==> config.mk <==
export PLATFORM = sky130hd
export DESIGN_NAME = data_memory_responder_flat
export DESIGN_NICKNAME = d
export VERILOG_FILES = /design/src/rtl/data_memory_responder_if.sv /design/src/rtl/data_memory_responder.sv /design/src/flat_wrapper.sv
export SDC_FILE = /design/constraint.sdc
export NUM_CORES = 2
export LEC_CHECK = 0
export CELL_PAD_IN_SITES_DETAIL_PLACEMENT = 1
export CELL_PAD_IN_SITES_GLOBAL_PLACEMENT = 2
export CORE_ASPECT_RATIO = 0.5
export CORE_UTILIZATION = 48
export DETAILED_ROUTE_END_ITERATION = 7
export GPL_TIMING_DRIVEN = 0
export PLACE_DENSITY = 0.77
export SETUP_SLACK_MARGIN = 0.2
export SLEW_MARGIN = 10
export SYNTH_ARGS = -nofsm -noshare
export SYNTH_HDL_FRONTEND = slang
export SYNTH_SLANG_ARGS = --single-unit
==> constraint.sdc <==
create_clock -name i_clk -period 93 [get_ports i_clk]
set_input_delay 18.6 -clock i_clk [delete_from_list [all_inputs] [get_ports i_clk]]
set_output_delay 18.6 -clock i_clk [all_outputs]
set_load 0.005 [all_outputs]
==> src/rtl/data_memory_responder_if.sv <==
// CPU <-> data-memory handshake bundle: request/address/data from the cpu,
// load data and busywait stall back from the memory responder.
interface data_memory_responder_if #(
  parameter int ADDR_W = 8,
  parameter int DATA_W = 8
);
  logic              read;
  logic              write;
  logic [ADDR_W-1:0] address;
  logic [DATA_W-1:0] writedata;
  logic [DATA_W-1:0] readdata;
  logic              busywait;

  modport master (
    output read, write, address, writedata,
    input  readdata, busywait
  );

  modport slave (
    input  read, write, address, writedata,
    output readdata, busywait
  );
endinterface

==> src/rtl/data_memory_responder.sv <==
// Data-memory responder: stalls every accepted request for LATENCY+1 edges, then
// completes it. Optional access counters via macro DMEM_ACCESS_STATS_EN.
module data_memory_responder #(
  parameter int ADDR_W  = 8,
  parameter int DATA_W  = 8,
  parameter int LATENCY = 5
) (
  input  logic                    i_clk,
  input  logic                    i_rst,
  data_memory_responder_if.slave  mem_bus
`ifdef DMEM_ACCESS_STATS_EN
  ,
  output logic [15:0]             o_rd_count,
  output logic [15:0]             o_wr_count
`endif
);

  localparam int         DEPTH    = 2 ** ADDR_W;
  localparam logic [7:0] CNT_INIT = 8'(LATENCY - 1);

  typedef enum logic [1:0] {
    IDLE   = 2'd0,
    ACCESS = 2'd1,
    DONE   = 2'd2
  } state_t;

  state_t            r_state;
  state_t            w_state_next;
  logic              w_valid_req;
  logic              w_accept;
  logic              w_complete;
  logic              w_busywait;
  logic [7:0]        r_cnt;
  logic [ADDR_W-1:0] r_addr;
  logic [DATA_W-1:0] r_data;
  logic              r_op_write;
  logic [DATA_W-1:0] r_readdata;
  logic [DATA_W-1:0] r_mem [DEPTH];

  // State register
  always_ff @(posedge i_clk or posedge i_rst) begin
    if (i_rst) begin
      r_state <= IDLE;
    end else begin
      r_state <= w_state_next;
    end
  end

  // Next-state and stall decode; DONE deliberately ignores a still-held request
  always_comb begin
    w_state_next = r_state;
    w_busywait   = 1'b0;
    w_accept     = 1'b0;
    w_complete   = 1'b0;
    w_valid_req  = mem_bus.read ^ mem_bus.write;
    case (r_state)
      IDLE: begin
        w_busywait = w_valid_req;
        if (w_valid_req) begin
          w_accept     = 1'b1;
          w_state_next = ACCESS;
        end else begin
          w_state_next = IDLE;
        end
      end
      ACCESS: begin
        w_busywait = 1'b1;
        if (r_cnt == 8'd0) begin
          w_complete   = 1'b1;
          w_state_next = DONE;
        end else begin
          w_state_next = ACCESS;
        end
      end
      DONE: begin
        w_busywait   = 1'b0;
        w_state_next = IDLE;
      end
      default: begin
        w_busywait   = 1'b0;
        w_state_next = IDLE;
      end
    endcase
  end

  // Stall is forced low while reset is asserted so an aborted access releases at once
  assign mem_bus.busywait = w_busywait & ~i_rst;
  assign mem_bus.readdata = r_readdata;

  // Request latch, latency counter and load data
  always_ff @(posedge i_clk or posedge i_rst) begin
    if (i_rst) begin
      r_cnt      <= 8'd0;
      r_addr     <= '0;
      r_data     <= '0;
      r_op_write <= 1'b0;
      r_readdata <= '0;
    end else begin
      if (w_accept) begin
        r_addr     <= mem_bus.address;
        r_data     <= mem_bus.writedata;
        r_op_write <= mem_bus.write;
        r_cnt      <= CNT_INIT;
      end else if ((r_state == ACCESS) && (r_cnt != 8'd0)) begin
        r_cnt <= r_cnt - 8'd1;
      end
      if (w_complete && !r_op_write) begin
        r_readdata <= r_mem[r_addr];
      end
    end
  end

  // Storage array, fully cleared by reset
  always_ff @(posedge i_clk or posedge i_rst) begin
    if (i_rst) begin
      for (int i = 0; i < DEPTH; i++) begin
        r_mem[i] <= '0;
      end
    end else begin
      if (w_complete && r_op_write) begin
        r_mem[r_addr] <= r_data;
      end
    end
  end

`ifdef DMEM_ACCESS_STATS_EN
  logic [15:0] r_rd_count;
  logic [15:0] r_wr_count;

  // Saturating completion counters
  always_ff @(posedge i_clk or posedge i_rst) begin
    if (i_rst) begin
      r_rd_count <= 16'd0;
      r_wr_count <= 16'd0;
    end else begin
      if (w_complete && !r_op_write && (r_rd_count != 16'hFFFF)) begin
        r_rd_count <= r_rd_count + 16'd1;
      end
      if (w_complete && r_op_write && (r_wr_count != 16'hFFFF)) begin
        r_wr_count <= r_wr_count + 16'd1;
      end
    end
  end

  assign o_rd_count = r_rd_count;
  assign o_wr_count = r_wr_count;
`endif

endmodule

==> src/flat_wrapper.sv <==
// flat-port wrapper written by rule: the top's interface ports become plain ports
module data_memory_responder_flat 
#(
  parameter int ADDR_W  = 8,
  parameter int DATA_W  = 8,
  parameter int LATENCY = 5
)
  (i_clk, i_rst, mem_bus_read, mem_bus_write, mem_bus_address, mem_bus_writedata, mem_bus_readdata, mem_bus_busywait);
  data_memory_responder_if #(.ADDR_W(ADDR_W), .DATA_W(DATA_W)) mem_bus_i ();
  input  logic i_clk;
  input  logic i_rst;
  input wire logic [$bits(mem_bus_i.read)-1:0] mem_bus_read;
  input wire logic [$bits(mem_bus_i.write)-1:0] mem_bus_write;
  input wire logic [$bits(mem_bus_i.address)-1:0] mem_bus_address;
  input wire logic [$bits(mem_bus_i.writedata)-1:0] mem_bus_writedata;
  output wire logic [$bits(mem_bus_i.readdata)-1:0] mem_bus_readdata;
  output wire logic [$bits(mem_bus_i.busywait)-1:0] mem_bus_busywait;
  assign mem_bus_i.read = mem_bus_read;
  assign mem_bus_i.write = mem_bus_write;
  assign mem_bus_i.address = mem_bus_address;
  assign mem_bus_i.writedata = mem_bus_writedata;
  assign mem_bus_readdata = mem_bus_i.readdata;
  assign mem_bus_busywait = mem_bus_i.busywait;
  data_memory_responder #(.ADDR_W(ADDR_W), .DATA_W(DATA_W), .LATENCY(LATENCY)) u_core (.i_clk(i_clk), .i_rst(i_rst), .mem_bus(mem_bus_i));
endmodule
==> metrics.md <==
| Metric | Value |
|---|---|
| FF-to-FF Start | u_core.r_addr[0] |
| Post-cts repair resize count | 0 |
| Clock transition at path regs | 0.06 ns |
| IO Pins | 29 |
| R2R cell count | 11 |
| Slew margin rel. | -4.17% |
| Remaining global-route overflow | 0 |
| DIE AREA | approximately 0.20 sq mm |
| WP data required | ~74 ns |
| Synth cell types | 65 |
| Crit path DAT | 20.65 ns |
| Mapped Area | 0.0952 sq mm |
| Hold path depth | 1 |
| Die X | 632 um |
| Largest stage delay, worst path | between 0.6 and 0.7 ns |
| Antenna-violating nets left | 0 |
| Min-delay worst type | reg2reg |
| FF+latch area | ~0.052 sq mm |
| H-tree depth | 4 |
| Synth Area in Compound Gates | 2.49% |
| Worst Path Buf+Inv | 2 |
| GRT Util Overall | a little under half |
| Routed vias/inst | 6.99 |
| CP max FO | 10 |
| Post-CTS Hold Fix Bufs | 0 |
| CTS tree | done |
| Cell count after synthesis | 6355 |
| Post-CTS Setup Inserts | 0 |
| RSZ-0062 raised after global routing | no |
| Multi-input logic area | between 0.04 and 0.05 sq mm |
| DP Worst Slack | 53.74 ns |
| EDFF count, synth | 0 |
| Share of cells above drive strength 1 | a little under half |
| Worst slew pin tran | 1.56 ns |
| Cell mode on critical path | clkdlybuf4s50_1 |
| Fillers | approximately 19k |
| Post-layout min period | 39.25 ns |
| Final Hold Fails | 0 |
| Hpwl dp | approximately 340 mm |
| Pin count of the biggest net entering global routing | 128 |
| Failing checks | capacitance limit, slew limit |
| Final Slew Violations | 16 |
| Setup CP Type | in2out |
| Worst-Skew Late Latency | ~0.91 ns |
| IO Port Bufs | 28 |
| Yosys warning count | 0 |
| DRC | 0 |
| DP Cell Count | 9076 |
| Routability-driven placement congestion ratio | roughly 1.1 |
| CP Launch Type | primary input |
| Slowest CP cell | nor3_2 |
| Sum of negative setup slack | 0 ns |
| Setup Skew | 0.0512 ns |
| Reg2Reg Setup Slack | 86.11 ns |
| Fraction of synthesized area in multiplexers | 36.9% |
| Largest family of logic cells by synthesized area | multiplexers |
| Die height | 317 um |
| Area contributors post-synth | dfrtp_1 55%, mux2_2 23%, mux4_2 9.9% |
| Global-route wire length before repair | 616 mm |
| Leakage power | 0.0507 uW |
| Max Buffers Root-to-Sink | 4 |
| Syn_nets | between 6k and 7k |
| WL/cell | about 49 um |
| Area grow syn2layout | 12.4% |
| MaxCap Viol Count | 2 |
| Final Non-Filler Cells | 9481 |
| Synth Area in Adders | 0.0131% |
| CORE AREA | 0.197 sq mm |
| Final net count | 6668 |
| Fmax | about 25 MHz |
| Final setup vio count | 0 |
| Sequential share of the synthesized area | a little over half |
| DRT Pass-1 Iters | 5 |
| Starting Density | 48.4% |
| Vias | 66.3k |
| CTS Root Cell | clkbuf_16 |
| XOR/XNOR share of the synthesized area | 0.0644% |
| Tcrit/Tclk final | a little over two fifths |
| Hold-critical path endpoint | u_core.r_mem[504] |
| Post-Route WL | 464 mm |
| Number of global-route vias before repair | 66.8k |
| Row cnt | 115 |
| Top FF cell, synth | dfrtp_1 |
| Clock Sinks | 2083 |
| Critical path, cell by cell | clkdlybuf4s50_1, xnor2_1, nor3_2, nor2_1, nor3_1, clkdlybuf4s50_1 |
| Core Util, Final | 54.4% |
| Crit. End Element | output port |
| Initial antenna violation count | 85 |
| Final critical-path setup slack | 53.75 ns |
| Fraction of registers with async set/reset | 100% |
| Initial DRC Count | 9216 |
| Number of CTS-inserted buffers | about 200 |
| Syn_area_per_cell | about 15 sq um |
| Worst hold margin | 0.489 ns |
| Largest area contributor in the netlist | dfrtp_1 |
| Synth Register Bits | 2083 |
| Worst hold path startpoint | u_core.r_mem[504] |
| Post-Synth Simple-Gate Area | 3.61% |
| Max VDD drop | 18.0 uV |
| Status | finished, violations left |
| Worst r2r dst | u_core.mem_bus.readdata[4] |
| Crit-path leading delay family | buffers and inverters |
| Post-synth top area share | 54.7% |
| Pwr per Cell Area | about 28 mW/mm^2 |
==> cell usage after synthesis, types with 13 or more instances <==
master and count:
dfrtp_1 2083, mux2_2 1903, mux4_2 417, clkbuf_1 320
nand2_1 262, mux2i_1 254, mux2_1 159, nor2_1 148
nor2_2 107, buf_2 103, a22oi_1 79, nand3_1 65
buf_1 36, o21ai_0 32, nand2_2 30, a21oi_1 29
a32oi_1 27, a31oi_1 23, buf_4 22, nand4_1 19
o211ai_1 19, a221oi_1 16, a211oi_1 15, nor2b_1 15
o221ai_1 14, o22ai_1 14, a2111oi_0 13
==> worst reg2reg max path, cell delays in order (launching register included) <==
cell      delay (ns)
dfrtp_1         0.37
buf_2           0.68
buf_2           0.97
buf_2           1.04
buf_2           0.71
buf_2           0.72
nand2_1         0.15
a31oi_1         0.86
nand3_1         0.50
nand3_1         0.23
o211ai_1        0.35
a31oi_1         0.27
==> cell families after synthesis <==
| logic type | Yosys count |
|---|---|
| mux | 2733 |
| flops | 2083 |
| simple gates | 716 |
| buf+inv | 490 |
| compound gates | 325 |
| xor+xnor | 7 |
| fa+ha+maj | 1 |
==> layer usage <==
layer  global-route usage (%)  part of all wire [%]  vias up
met1                     62.7                    40    36700
li1                         -                     -    24200
met4                     23.9                   5.8       38
met2                     61.6                    39     4375
met3                     23.0                    14     1034
met5                     2.69                  0.28        -
==> worst max path at each step <==
stage | start | to | slack, ns | depth (start not counted)
2_1_floorplan | i_rst | u_core.mem_bus.readdata[0] | 15.56 | 1
3_3_place_gp | i_rst | u_core.r_mem[123] | -4.64 | 2
3_5_place_dp | mem_bus_write | mem_bus_busywait | 53.74 | 6
4_1_cts | mem_bus_write | mem_bus_busywait | 53.73 | 6
5_1_grt | mem_bus_write | mem_bus_busywait | 53.61 | 6
6_report | mem_bus_write | mem_bus_busywait | 53.75 | 6
==> through the flow <==
step                area [sq um]  total power (uW)
finish                    107000              3030
CTS                       107000              2930
floorplan                  95200              1350
global route              107000              3010
global placement           98800              2040
detailed placement        100000              2090
==> area by class of cell <==
cell class,instances,share of cell area (%)
Antenna cell,49,0.115
Clock inverter,58,0.573
Sequential cell,2083,48.7
Inverter,8,0.0351
Timing Repair Buffer,91,1.58
Tap cell,2632,3.08
Buffer,482,2.02
Multi-Input combinational cell,3782,38.4
Clock buffer,296,5.47
==> power breakdown <==
part	switching (uW)	leakage [uW]	internal, uW
registers	17.7	0.0290	916
logic	1020	0.0185	229
clock network	385	0.00319	465
total	1420	0.0507	1610
==> cell usage in the layout (no fill, tap or decap), drive strengths merged, types with 4 or more instances in the layout <==
| cell type | instances |
|---|---|
| nor3 | 13 |
| and3 | 11 |
| and2 | 5 |
| a31oi | 23 |
| a22oi | 79 |
| o221ai | 14 |
| nand2b | 11 |
| buf | 222 |
| or3 | 6 |
| clkbuf | 618 |
| clkinv | 38 |
| a32oi | 27 |
| a21oi | 29 |
| o211ai | 19 |
| nand3 | 65 |
| a211oi | 15 |
| nor2b | 15 |
| nand2 | 292 |
| a41oi | 4 |
| o21ai | 32 |
| a2111oi | 13 |
| a22o | 5 |
| mux4 | 417 |
| o31ai | 10 |
| nand4 | 19 |
| or2 | 4 |
| o22ai | 14 |
| clkdlybuf4s50 | 28 |
| mux2 | 2062 |
| inv | 10 |
| a311oi | 5 |
| xor2 | 4 |
| dfrtp | 2083 |
| diode | 49 |
| mux2i | 254 |
| nor2 | 255 |
| o2111ai | 5 |
| clkinvlp | 7 |
| bufinv | 11 |
| a221oi | 16 |
==> flip-flops by register name (all words and copies together) (netlist names) <==
signal and count:
u_core.r_mem 2048, u_core.mem_bus.readdata 8, u_core.r_addr 8, u_core.r_cnt 8, u_core.r_data 8, u_core.r_state 2
u_core.r_op_write 1
Power figures use the tool's default switching activity.
